--- src/rtl/freq_channel_scheduler_if.sv ---
// Handshake/config bundle between board inputs, the channel scheduler and the shared counter.
interface freq_channel_scheduler_if #(
  parameter int CHANNELS = 4,
  parameter int CH_BITS  = 2,
  parameter int BITS     = 12
);
  logic [CHANNELS-1:0] signals_in;
  logic [CHANNELS-1:0] chan_enable;
  logic                hold;
  logic                cfg_we;
  logic [CH_BITS-1:0]  cfg_chan;
  logic [BITS-1:0]     cfg_period;
  logic                meas_done;
  logic                sig_out;
  logic [CH_BITS-1:0]  chan_sel;
  logic [BITS-1:0]     period;
  logic                period_load;
  logic                ctr_reset;
  logic                busy;
  logic                timeout_err;

  modport master (
    output signals_in, chan_enable, hold, cfg_we, cfg_chan, cfg_period, meas_done,
    input  sig_out, chan_sel, period, period_load, ctr_reset, busy, timeout_err
  );

  modport slave (
    input  signals_in, chan_enable, hold, cfg_we, cfg_chan, cfg_period, meas_done,
    output sig_out, chan_sel, period, period_load, ctr_reset, busy, timeout_err
  );
endinterface

--- src/rtl/freq_channel_scheduler.sv ---
// Round-robin scheduler sharing one frequency counter across CHANNELS inputs: each visit
// resets the counter, loads the channel's period, then dwells for DWELL completed windows.
module freq_channel_scheduler #(
  parameter int CHANNELS       = 4,
  parameter int CH_BITS        = 2,
  parameter int BITS           = 12,
  parameter int DEFAULT_PERIOD = 1200,
  parameter int DWELL          = 2,
  parameter int TIMEOUT_SLACK  = 32
) (
  input logic                     clk,
  input logic                     reset,
  freq_channel_scheduler_if.slave sched
);

  typedef enum logic [2:0] {
    S_IDLE,
    S_RESET_CTR,
    S_LOAD,
    S_MEASURE,
    S_NEXT
  } state_t;

  state_t             r_state;
  state_t             w_state_nxt;
  logic [CH_BITS-1:0] r_chan_sel;
  logic [BITS-1:0]    r_period;
  logic [BITS-1:0]    r_period_tbl [CHANNELS];
  logic [BITS:0]      r_timer;
  logic [3:0]         r_win_cnt;
  logic               r_timeout_err;
  logic               r_scan_from_zero;

  logic [CH_BITS-1:0] w_scan_start;
  logic [CH_BITS-1:0] w_scan_idx;
  logic [CH_BITS-1:0] w_scan_ch;
  logic               w_scan_hit;
  logic [3:0]         w_cnt_inc;
  logic [BITS:0]      w_timer_inc;
  logic [BITS:0]      w_limit;
  logic               w_timeout;
  logic               w_take_scan;

  // Scan upward from the channel after the current one; the current channel is tried last.
  always_comb begin
    w_scan_start = r_scan_from_zero ? '0 : r_chan_sel + CH_BITS'(1);
    w_scan_hit   = 1'b0;
    w_scan_ch    = r_chan_sel;
    w_scan_idx   = '0;
    for (int i = CHANNELS - 1; i >= 0; i--) begin
      w_scan_idx = w_scan_start + CH_BITS'(i);
      if (sched.chan_enable[w_scan_idx]) begin
        w_scan_hit = 1'b1;
        w_scan_ch  = w_scan_idx;
      end
    end
  end

  assign w_cnt_inc   = (r_win_cnt >= 4'(DWELL)) ? 4'(DWELL) : r_win_cnt + 4'd1;
  assign w_timer_inc = r_timer + (BITS+1)'(1);
  assign w_limit     = {1'b0, r_period} + (BITS+1)'(TIMEOUT_SLACK);
  assign w_take_scan = ((r_state == S_IDLE) || (r_state == S_NEXT)) && w_scan_hit;

  always_comb begin
    w_state_nxt = r_state;
    w_timeout   = 1'b0;
    case (r_state)
      S_IDLE:      if (w_scan_hit) w_state_nxt = S_RESET_CTR;
      S_RESET_CTR: w_state_nxt = S_LOAD;
      S_LOAD:      w_state_nxt = S_MEASURE;
      S_MEASURE: begin
        if (sched.meas_done) begin
          if ((w_cnt_inc == 4'(DWELL)) && !sched.hold) w_state_nxt = S_NEXT;
        end else if (w_timer_inc == w_limit) begin
          w_timeout   = 1'b1;
          w_state_nxt = S_NEXT;
        end
        if (!sched.chan_enable[r_chan_sel]) w_state_nxt = S_NEXT;
      end
      S_NEXT:      w_state_nxt = w_scan_hit ? S_RESET_CTR : S_IDLE;
      default:     w_state_nxt = S_IDLE;
    endcase
  end

  always_ff @(posedge clk) begin
    if (reset) begin
      r_state          <= S_IDLE;
      r_chan_sel       <= '0;
      r_period         <= BITS'(DEFAULT_PERIOD);
      r_timer          <= '0;
      r_win_cnt        <= '0;
      r_timeout_err    <= 1'b0;
      r_scan_from_zero <= 1'b1;
      for (int i = 0; i < CHANNELS; i++) r_period_tbl[i] <= BITS'(DEFAULT_PERIOD);
    end else begin
      r_state <= w_state_nxt;
      if (sched.cfg_we && (sched.cfg_period != '0)) r_period_tbl[sched.cfg_chan] <= sched.cfg_period;
      // Period is captured on entry to RESET_CTR so it is already valid during that cycle.
      if (w_take_scan) begin
        r_chan_sel       <= w_scan_ch;
        r_period         <= r_period_tbl[w_scan_ch];
        r_scan_from_zero <= 1'b0;
      end
      if (w_timeout) r_timeout_err <= 1'b1;
      if (r_state == S_LOAD) begin
        r_timer   <= '0;
        r_win_cnt <= '0;
      end else if (r_state == S_MEASURE) begin
        if (sched.meas_done) begin
          r_timer   <= '0;
          r_win_cnt <= w_cnt_inc;
        end else begin
          r_timer <= w_timer_inc;
        end
      end
    end
  end

  assign sched.sig_out     = sched.signals_in[r_chan_sel];
  assign sched.chan_sel    = r_chan_sel;
  assign sched.period      = r_period;
  assign sched.ctr_reset   = (r_state == S_RESET_CTR);
  assign sched.period_load = (r_state == S_LOAD);
  assign sched.busy        = (r_state != S_IDLE);
  assign sched.timeout_err = r_timeout_err;

endmodule

--- src/flat_wrapper.sv ---
// flat-port wrapper written by rule: the top's interface ports become plain ports
module freq_channel_scheduler_flat 
#(
  parameter int CHANNELS       = 4,
  parameter int CH_BITS        = 2,
  parameter int BITS           = 12,
  parameter int DEFAULT_PERIOD = 1200,
  parameter int DWELL          = 2,
  parameter int TIMEOUT_SLACK  = 32
)
  (clk, reset, sched_signals_in, sched_chan_enable, sched_hold, sched_cfg_we, sched_cfg_chan, sched_cfg_period, sched_meas_done, sched_sig_out, sched_chan_sel, sched_period, sched_period_load, sched_ctr_reset, sched_busy, sched_timeout_err);
  freq_channel_scheduler_if #(.CHANNELS(CHANNELS), .CH_BITS(CH_BITS), .BITS(BITS)) sched_i ();
  input logic clk;
  input logic reset;
  input wire logic [$bits(sched_i.signals_in)-1:0] sched_signals_in;
  input wire logic [$bits(sched_i.chan_enable)-1:0] sched_chan_enable;
  input wire logic [$bits(sched_i.hold)-1:0] sched_hold;
  input wire logic [$bits(sched_i.cfg_we)-1:0] sched_cfg_we;
  input wire logic [$bits(sched_i.cfg_chan)-1:0] sched_cfg_chan;
  input wire logic [$bits(sched_i.cfg_period)-1:0] sched_cfg_period;
  input wire logic [$bits(sched_i.meas_done)-1:0] sched_meas_done;
  output wire logic [$bits(sched_i.sig_out)-1:0] sched_sig_out;
  output wire logic [$bits(sched_i.chan_sel)-1:0] sched_chan_sel;
  output wire logic [$bits(sched_i.period)-1:0] sched_period;
  output wire logic [$bits(sched_i.period_load)-1:0] sched_period_load;
  output wire logic [$bits(sched_i.ctr_reset)-1:0] sched_ctr_reset;
  output wire logic [$bits(sched_i.busy)-1:0] sched_busy;
  output wire logic [$bits(sched_i.timeout_err)-1:0] sched_timeout_err;
  assign sched_i.signals_in = sched_signals_in;
  assign sched_i.chan_enable = sched_chan_enable;
  assign sched_i.hold = sched_hold;
  assign sched_i.cfg_we = sched_cfg_we;
  assign sched_i.cfg_chan = sched_cfg_chan;
  assign sched_i.cfg_period = sched_cfg_period;
  assign sched_i.meas_done = sched_meas_done;
  assign sched_sig_out = sched_i.sig_out;
  assign sched_chan_sel = sched_i.chan_sel;
  assign sched_period = sched_i.period;
  assign sched_period_load = sched_i.period_load;
  assign sched_ctr_reset = sched_i.ctr_reset;
  assign sched_busy = sched_i.busy;
  assign sched_timeout_err = sched_i.timeout_err;
  freq_channel_scheduler #(.CHANNELS(CHANNELS), .CH_BITS(CH_BITS), .BITS(BITS), .DEFAULT_PERIOD(DEFAULT_PERIOD), .DWELL(DWELL), .TIMEOUT_SLACK(TIMEOUT_SLACK)) u_core (.clk(clk), .reset(reset), .sched(sched_i));
endmodule
--- config.mk ---
export PLATFORM = sky130hd
export DESIGN_NAME = freq_channel_scheduler_flat
export DESIGN_NICKNAME = d
export VERILOG_FILES = /design/src/rtl/freq_channel_scheduler_if.sv /design/src/rtl/freq_channel_scheduler.sv /design/src/flat_wrapper.sv
export SDC_FILE = /design/constraint.sdc
export NUM_CORES = 1
export LEC_CHECK = 0
export BUFFER_PORTS_ARGS = -buffer_cell sky130_fd_sc_hd__buf_2
export CAP_MARGIN = 25
export CORE_ASPECT_RATIO = 1.1
export CORE_MARGIN = 1.5
export CORE_UTILIZATION = 40
export CTS_CLUSTER_DIAMETER = 60
export DETAILED_ROUTE_END_ITERATION = 6
export GPL_TIMING_DRIVEN = 0
export SLEW_MARGIN = 20
export SYNTH_ARGS = -nofsm -noshare
export SYNTH_HDL_FRONTEND = slang
export SYNTH_SLANG_ARGS = --single-unit
--- constraint.sdc ---
create_clock -name clk -period 2.9 [get_ports clk]
set_clock_uncertainty 0.05 [all_clocks]
set_input_delay 0.145 -clock clk [delete_from_list [all_inputs] [get_ports clk]]
set_output_delay 0.145 -clock clk [all_outputs]
set_load 0.05 [all_outputs]
==> Word level (Yosys, flattened, before mapping) <==
Memories as Yosys holds them, arrays and structs flattened. A register that Yosys moved wholly into a read port is not among the register bits.
Index checks and enable logic that the tools add are counted.
{ "totals": {"wordCells": 82, "ramBits": 48, "inputBits": 27, "register_bits": 24, "n_memories": 1} }
{ "memory_table": {"columns": ["memory", "depth", "word_bits", "read_ports", "rd_ports_with_merged_regs", "wr", "line", "rtl"], "rows": [
  ["u_core.r_period_tbl", 4, 12, 1, 1, 4, "freq_channel_scheduler.sv:28", "logic [BITS-1:0] r_period_tbl [CHANNELS];"]
]} }
{ "classes": {"eq_ne": 9, "magnitude_cmp": 6, "reduce_logical": 12, "mux": 41, "addsub": 7} }
{ "op_table": {"columns": ["operator", "count"], "rows": [
  ["1-bit two-way mux", 20],
  ["2-bit by 3-bit < comparator with 1-bit output, second input constant", 5],
  ["3-bit two-way mux", 5],
  ["3-bit one-hot mux with 5 select lines", 1],
  ["12-bit by 6-bit adder with 13-bit output, second input constant", 1],
  ["13-bit by 1-bit adder with 13-bit output, second input constant", 1],
  ["13-bit == test", 1],
  ["13-bit two-way mux", 1],
  ["1-bit binary-select mux with 2-bit select", 6],
  ["12-bit two-way mux", 1],
  ["2-bit two-way mux", 6],
  ["12-bit nonzero test", 1],
  ["12-bit OR reduction", 1],
  ["4-bit by 3-bit inequality test with 1-bit output, second input constant", 2],
  ["3-bit by 2-bit == test with 1-bit output, second input constant", 2],
  ["2-bit by 1-bit adder with 2-bit output, second input constant", 2],
  ["2-bit adder, second input constant", 2],
  ["4-bit by 1-bit adder with 4-bit output, second input constant", 1],
  ["4-bit by 2-bit == test with 1-bit output, second input constant", 1],
  ["4-bit by 2-bit >= comparator with 1-bit output, second input constant", 1],
  ["4-bit two-way mux", 1],
  ["3-bit by 1-bit == test with 1-bit output, second input constant", 1],
  ["3-bit == test, second input constant", 1],
  ["1-bit logical AND", 3],
  ["8 further kinds", 8]
]} }

==> Depth between registers and ports, before layout <==
{ "logic_depth": {"word_depth": 11, "ltp_mapped": 8, "mapped_depth_nobuf": 7} }

==> Worst setup path after synthesis <==
Ideal clock, no wire load.
{ "synth_path": {"path_type": "register to register", "from": "reg u_core.r_chan_sel[0], in the netlist u_core.sched.chan_sel[0]", "to": "reg u_core.r_period[10], in the netlist u_core.sched.period[10] (read register of u_core.r_period_tbl)", "stages_incl_launch_ff": 8, "slack_ns": 0.388, "path_buffers": 2, "required_ns": 2.730, "setup_time_ns": 0.120, "period_less_slack_ns": 2.512, "arrival_ns": 2.343, "path_cell_list": "dfxtp_1 > buf_2 > o211ai_1 > a211oi_4 > nor2_4 > buf_6 > mux2_4 > a211o_1"} }
{ "synth_via": {"elab_chain_len": 10} }
{ "synth_rtl": {"columns": ["item", "line", "rtl"], "rows": [
  ["start, declared", "freq_channel_scheduler.sv:26", "logic [CH_BITS-1:0] r_chan_sel;"],
  ["start signal, assigned", "freq_channel_scheduler.sv:100", "r_chan_sel <= w_scan_ch;"],
  ["2-bit by 1-bit adder with 2-bit output", "freq_channel_scheduler.sv:46", "w_scan_start = r_scan_from_zero ? '0 : r_chan_sel + CH_BITS'(1);"],
  ["2-bit two-way mux", "freq_channel_scheduler.sv:46", null],
  ["2-bit adder", "freq_channel_scheduler.sv:51", "w_scan_idx = w_scan_start + CH_BITS'(i);"],
  ["1-bit binary-select mux with 2-bit select", "freq_channel_scheduler.sv:52", "if (sched.chan_enable[w_scan_idx]) begin"],
  ["1-bit two-way mux (implied by the code)", "freq_channel_scheduler.sv:52", null],
  ["1-bit two-way mux (4 in a row)", "freq_channel_scheduler.sv:52", null],
  ["1-bit logical AND", "freq_channel_scheduler.sv:62", "assign w_take_scan = ((r_state == S_IDLE) || (r_state == S_NEXT)) && w_scan_hit;"],
  ["end, declared", "freq_channel_scheduler.sv:27", "logic [BITS-1:0] r_period;"]
]} }
Parallel ways exist; a longest one is shown, timed or not. The select of a mux whose other input is x is not followed.
A chain may end at the register's enable or synchronous reset.

==> Worst setup path in the final report <==
{ "layout_path": {"from": "reg u_core.r_timer[0]", "to": "reg u_core.r_state[2]"} }
{ "layout_via": {"elab_chain_len": 4} }
{ "layout_rtl": {"columns": ["item", "line", "rtl"], "rows": [
  ["start, declared", "freq_channel_scheduler.sv:29", "logic [BITS:0] r_timer;"],
  ["start signal, assigned", "freq_channel_scheduler.sv:113", "r_timer <= w_timer_inc;"],
  ["13-bit by 1-bit adder with 13-bit output", "freq_channel_scheduler.sv:60", "assign w_timer_inc = r_timer + (BITS+1)'(1);"],
  ["13-bit == test", "freq_channel_scheduler.sv:74", "end else if (w_timer_inc == w_limit) begin"],
  ["4-bit by 3-bit inequality test with 1-bit output (no source line)", null, null],
  ["3-bit AND reduction (no source line)", null, null],
  ["end signal, assigned", "freq_channel_scheduler.sv:96", "r_state <= w_state_nxt;"],
  ["end, declared", "freq_channel_scheduler.sv:24", "state_t r_state;"]
]} }
Every way passes these cells.

==> results.json <==
{
  "syn_inst": 467,
  "cts_sinks": 84,
  "num_antenna_cells": 0,
  "via_per_inst": 5.503,
  "grt_max_degree": 16,
  "grt.overflow.total": 0,
  "drtPass1Iterations": 4,
  "period_needed_ns": 2.730,
  "p_int_w": 0.002741,
  "synth_edf_count": 48,
  "wl_um": 11170,
  "crit_type": "reg -> reg",
  "dp_hpwl_um": 8020,
  "p_sw_w": 0.001876,
  "clockRootBuffer": "clkbuf_16",
  "finalSetupViolCount": 0,
  "tns_ns": 0,
  "netlist_area_sq_um": 4622,
  "start_util": 0.4058,
  "maxSlewHeadroom": 0.5010,
  "grtUsageTotal": 0.1920,
  "ir_drop_uv": 395.1,
  "cts_tree": "yes",
  "end_kind": "register",
  "worstHoldPathType": "in -> reg",
  "core_sq_um": 11390,
  "ant_nets": 0,
  "arrival_ns": 2.91,
  "ios": 46,
  "cp_max_fo": 9,
  "fin_area_sq_um": 5339,
  "route.detailed.drc": 0,
  "netlist-cell-type-count": 60,
  "nFillCells": 1122,
  "netSwitchingFraction": 0.4063,
  "clk_pin_slew_ns": 0.07,
  "drt_iter0_markers": 256,
  "yosysWarnings": 0,
  "tightest_slew_ns": 0.7427,
  "synth_area_leaders": "edfxtp_1 (31%), dfxtp_1 (16%), a21oi_1 (3.8%), and2_1 (3.7%), o21ai_0 (3.6%)",
  "combPwrFrac": 0.403,
  "grt_pass1_wl_um": 18250,
  "yosysTopAreaCell": "edfxtp_1",
  "p_leak_nw": 1.959,
  "seqPwrFrac": 0.344,
  "rsz0062_at_grt": "no",
  "synthArstFlopShare": 0,
  "ys_seq_area_frac": 0.4678,
  "cts-hold-fix-buffers": 0,
  "synth_fp_nets": 498,
  "grt_pass1_vias": 3612,
  "die_x_um": 105.5,
  "netlist.area_leader.share": 0.3119,
  "gp_congestion": 0.8151,
  "timing.fmax_mhz": 366.3,
  "ys_ff_latch": 84,
  "p_per_area_nw_per_um2": 864.7,
  "power_w": 0.004617,
  "cp_data_required_time_ns": 3.08,
  "hold_violations": 0,
  "num_rows": 41,
  "place_area_sq_um": 5025,
  "numCtsBuffers": 9,
  "clockBufferDepth": 2,
  "worst_setup_path_start_kind": "register",
  "dr_total_vias": 3720,
  "pwr-share-clk": 0.253,
  "drive_gt1_frac": 0.1825,
  "syn_avg_cell_area_sq_um": 9.897,
  "worstSkewPairLatency_ns": 0.34,
  "nets": 552,
  "run_status": "finished, final reports clean",
  "area_growth_syn_to_layout_pct": 15.51,
  "max_cap_viol_count": 0,
  "antenna_found_initial": 0,
  "yosys_most_used_dff": "edfxtp_1",
  "die-area_sq_um": 12210,
  "htree_levels": 3,
  "finalCritPeriodShare": 0.9415,
  "io_buffers": 43,
  "die_y_um": 115.7,
  "wl_per_cell_um": 16.52,
  "slew_viol_final": 0
}
per-layer routing:
metal / global-route usage / share of wire / up-vias
li1: - / - / 1850
met1: 0.2405 / 0.46 / 1782
met2: 0.3351 / 0.50 / 78
met3: 0.03543 / 0.033 / 10
met4: 0.06847 / 0.013 / 0
met5: 0 / 0 / -
kinds of logic (layout without fill, tap and decap cells):
group                      count (synthesis)  after routing  synth area share
adders and majority gates                  4              4           0.01083
AOI/OAI and AO/OA                        115            115            0.1616
xor gates and xnor gates                  17             17           0.03546
buffers and inverters                     33             92           0.03248
and+or+nand+nor                          196            196            0.2423
DFF                                       84             84            0.4678
muxes                                     18             18           0.04954
layout make-up:
cell class,instances,area [sq um],area share
multi-input combinational,350,2323,0.4352
sequential,84,2162,0.4050
clock buffer,9,225.2,0.04218
timing repair buffer,43,215.2,0.04031
tap,150,187.7,0.03515
buffer,28,131.4,0.02461
clock inverter,7,75.07,0.01406
inverter,5,18.77,0.003515
flip-flops by register name (all words and copies together), names as in the netlist:
signal,cells
u_core.r_state,3
u_core.r_timer,13
u_core.r_win_cnt,4
u_core.sched.period,12
u_core.r_scan_from_zero,1
u_core.r_period_tbl,48
u_core.sched.chan_sel,2
u_core.sched.timeout_err,1
placed cells by master (no fill, tap or decap), drive strengths merged, types with 12 or more instances in the layout:
cell type,count
o21ai,34
and2,27
dfxtp,36
and3,12
nand2b,19
nand3,18
clkbuf,27
nor2,36
edfxtp,48
buf,53
nand2,23
a21oi,35
power groups by stage:
stage | clock (W) | combinational, W | sequential (W)
final | 0.00117 | 0.00186 | 0.00159
after floorplan | 0 | 0.00115 | 0.00185
after CTS | 0.00117 | 0.00186 | 0.00159
after global routing | 0.00123 | 0.00202 | 0.00161
after detailed placement | 0 | 0.00184 | 0.00161
after global placement | 0 | 0.00183 | 0.00161
worst max-delay path: stages (launching register included):
cell and delay (ns):
dfxtp_1 0.49, ha_1 0.20, buf_2 0.19, nand3_2 0.25, nor4_4 0.39, xor3_1 0.37, and3b_1 0.19, and4_1 0.27
o21a_1 0.22
metrics by stage:
stage / setup WS (ns) / instances / hold WS [ns] / utilization
CTS: 0.04067 / 676 / 0.07022 / 0.4684
detailed placement: 0.007869 / 660 / 0.3888 / 0.4412
floorplan: 0.3875 / 467 / 0.2728 / -
finish: 0.1696 / 676 / 0.07839 / 0.4688
global placement: 0.05237 / 660 / 0.3776 / 0.4412
global route: 0.03103 / 676 / 0.08596 / 0.4688
cells in the mapped netlist, types with 3 or more instances:
cell type / n
a211o_1: 4
a211oi_1: 7
a21oi_1: 35
a221o_1: 6
a221oi_1: 3
a31oi_1: 6
and2_1: 27
and3_1: 12
and3b_1: 4
and4_1: 4
buf_2: 6
clkbuf_1: 18
dfxtp_1: 36
edfxtp_1: 48
ha_1: 4
inv_1: 4
mux2_2: 7
mux2_4: 3
mux2i_1: 6
nand2_1: 23
nand2b_1: 19
nand3_1: 18
nand4_1: 4
nor2_1: 35
nor3_1: 9
nor3b_1: 9
nor4_1: 7
nor4_2: 3
o21a_1: 4
o21ai_0: 33
o21bai_1: 3
or2_2: 5
or3_1: 8
xnor2_1: 10
xor2_1: 6
repair_timing:
| item | CTS | global route |
|---|---|---|
| setup buffers | 0 | 0 |
| resized for setup | 1 | 1 |
| endpoints found under the setup margin | 1 | 4 |
| endpoints found under the hold margin | 0 | 0 |
| cloned | 0 | 0 |
worst paths after layout:
| kind | start | endpoint | slack (ns) | cells past startpoint |
|---|---|---|---|---|
| max reg2reg | u_core.r_timer[0] | u_core.r_state[2] | 0.17 | 8 |
| min reg2reg | u_core.r_win_cnt[3] | u_core.r_win_cnt[3] | 0.39 | 2 |
| min | sched_cfg_period[5] | u_core.r_period_tbl[2][5] | 0.08 | 2 |
| max | u_core.r_timer[0] | u_core.r_state[2] | 0.17 | 8 |
(Power assumes the default switching activity.)
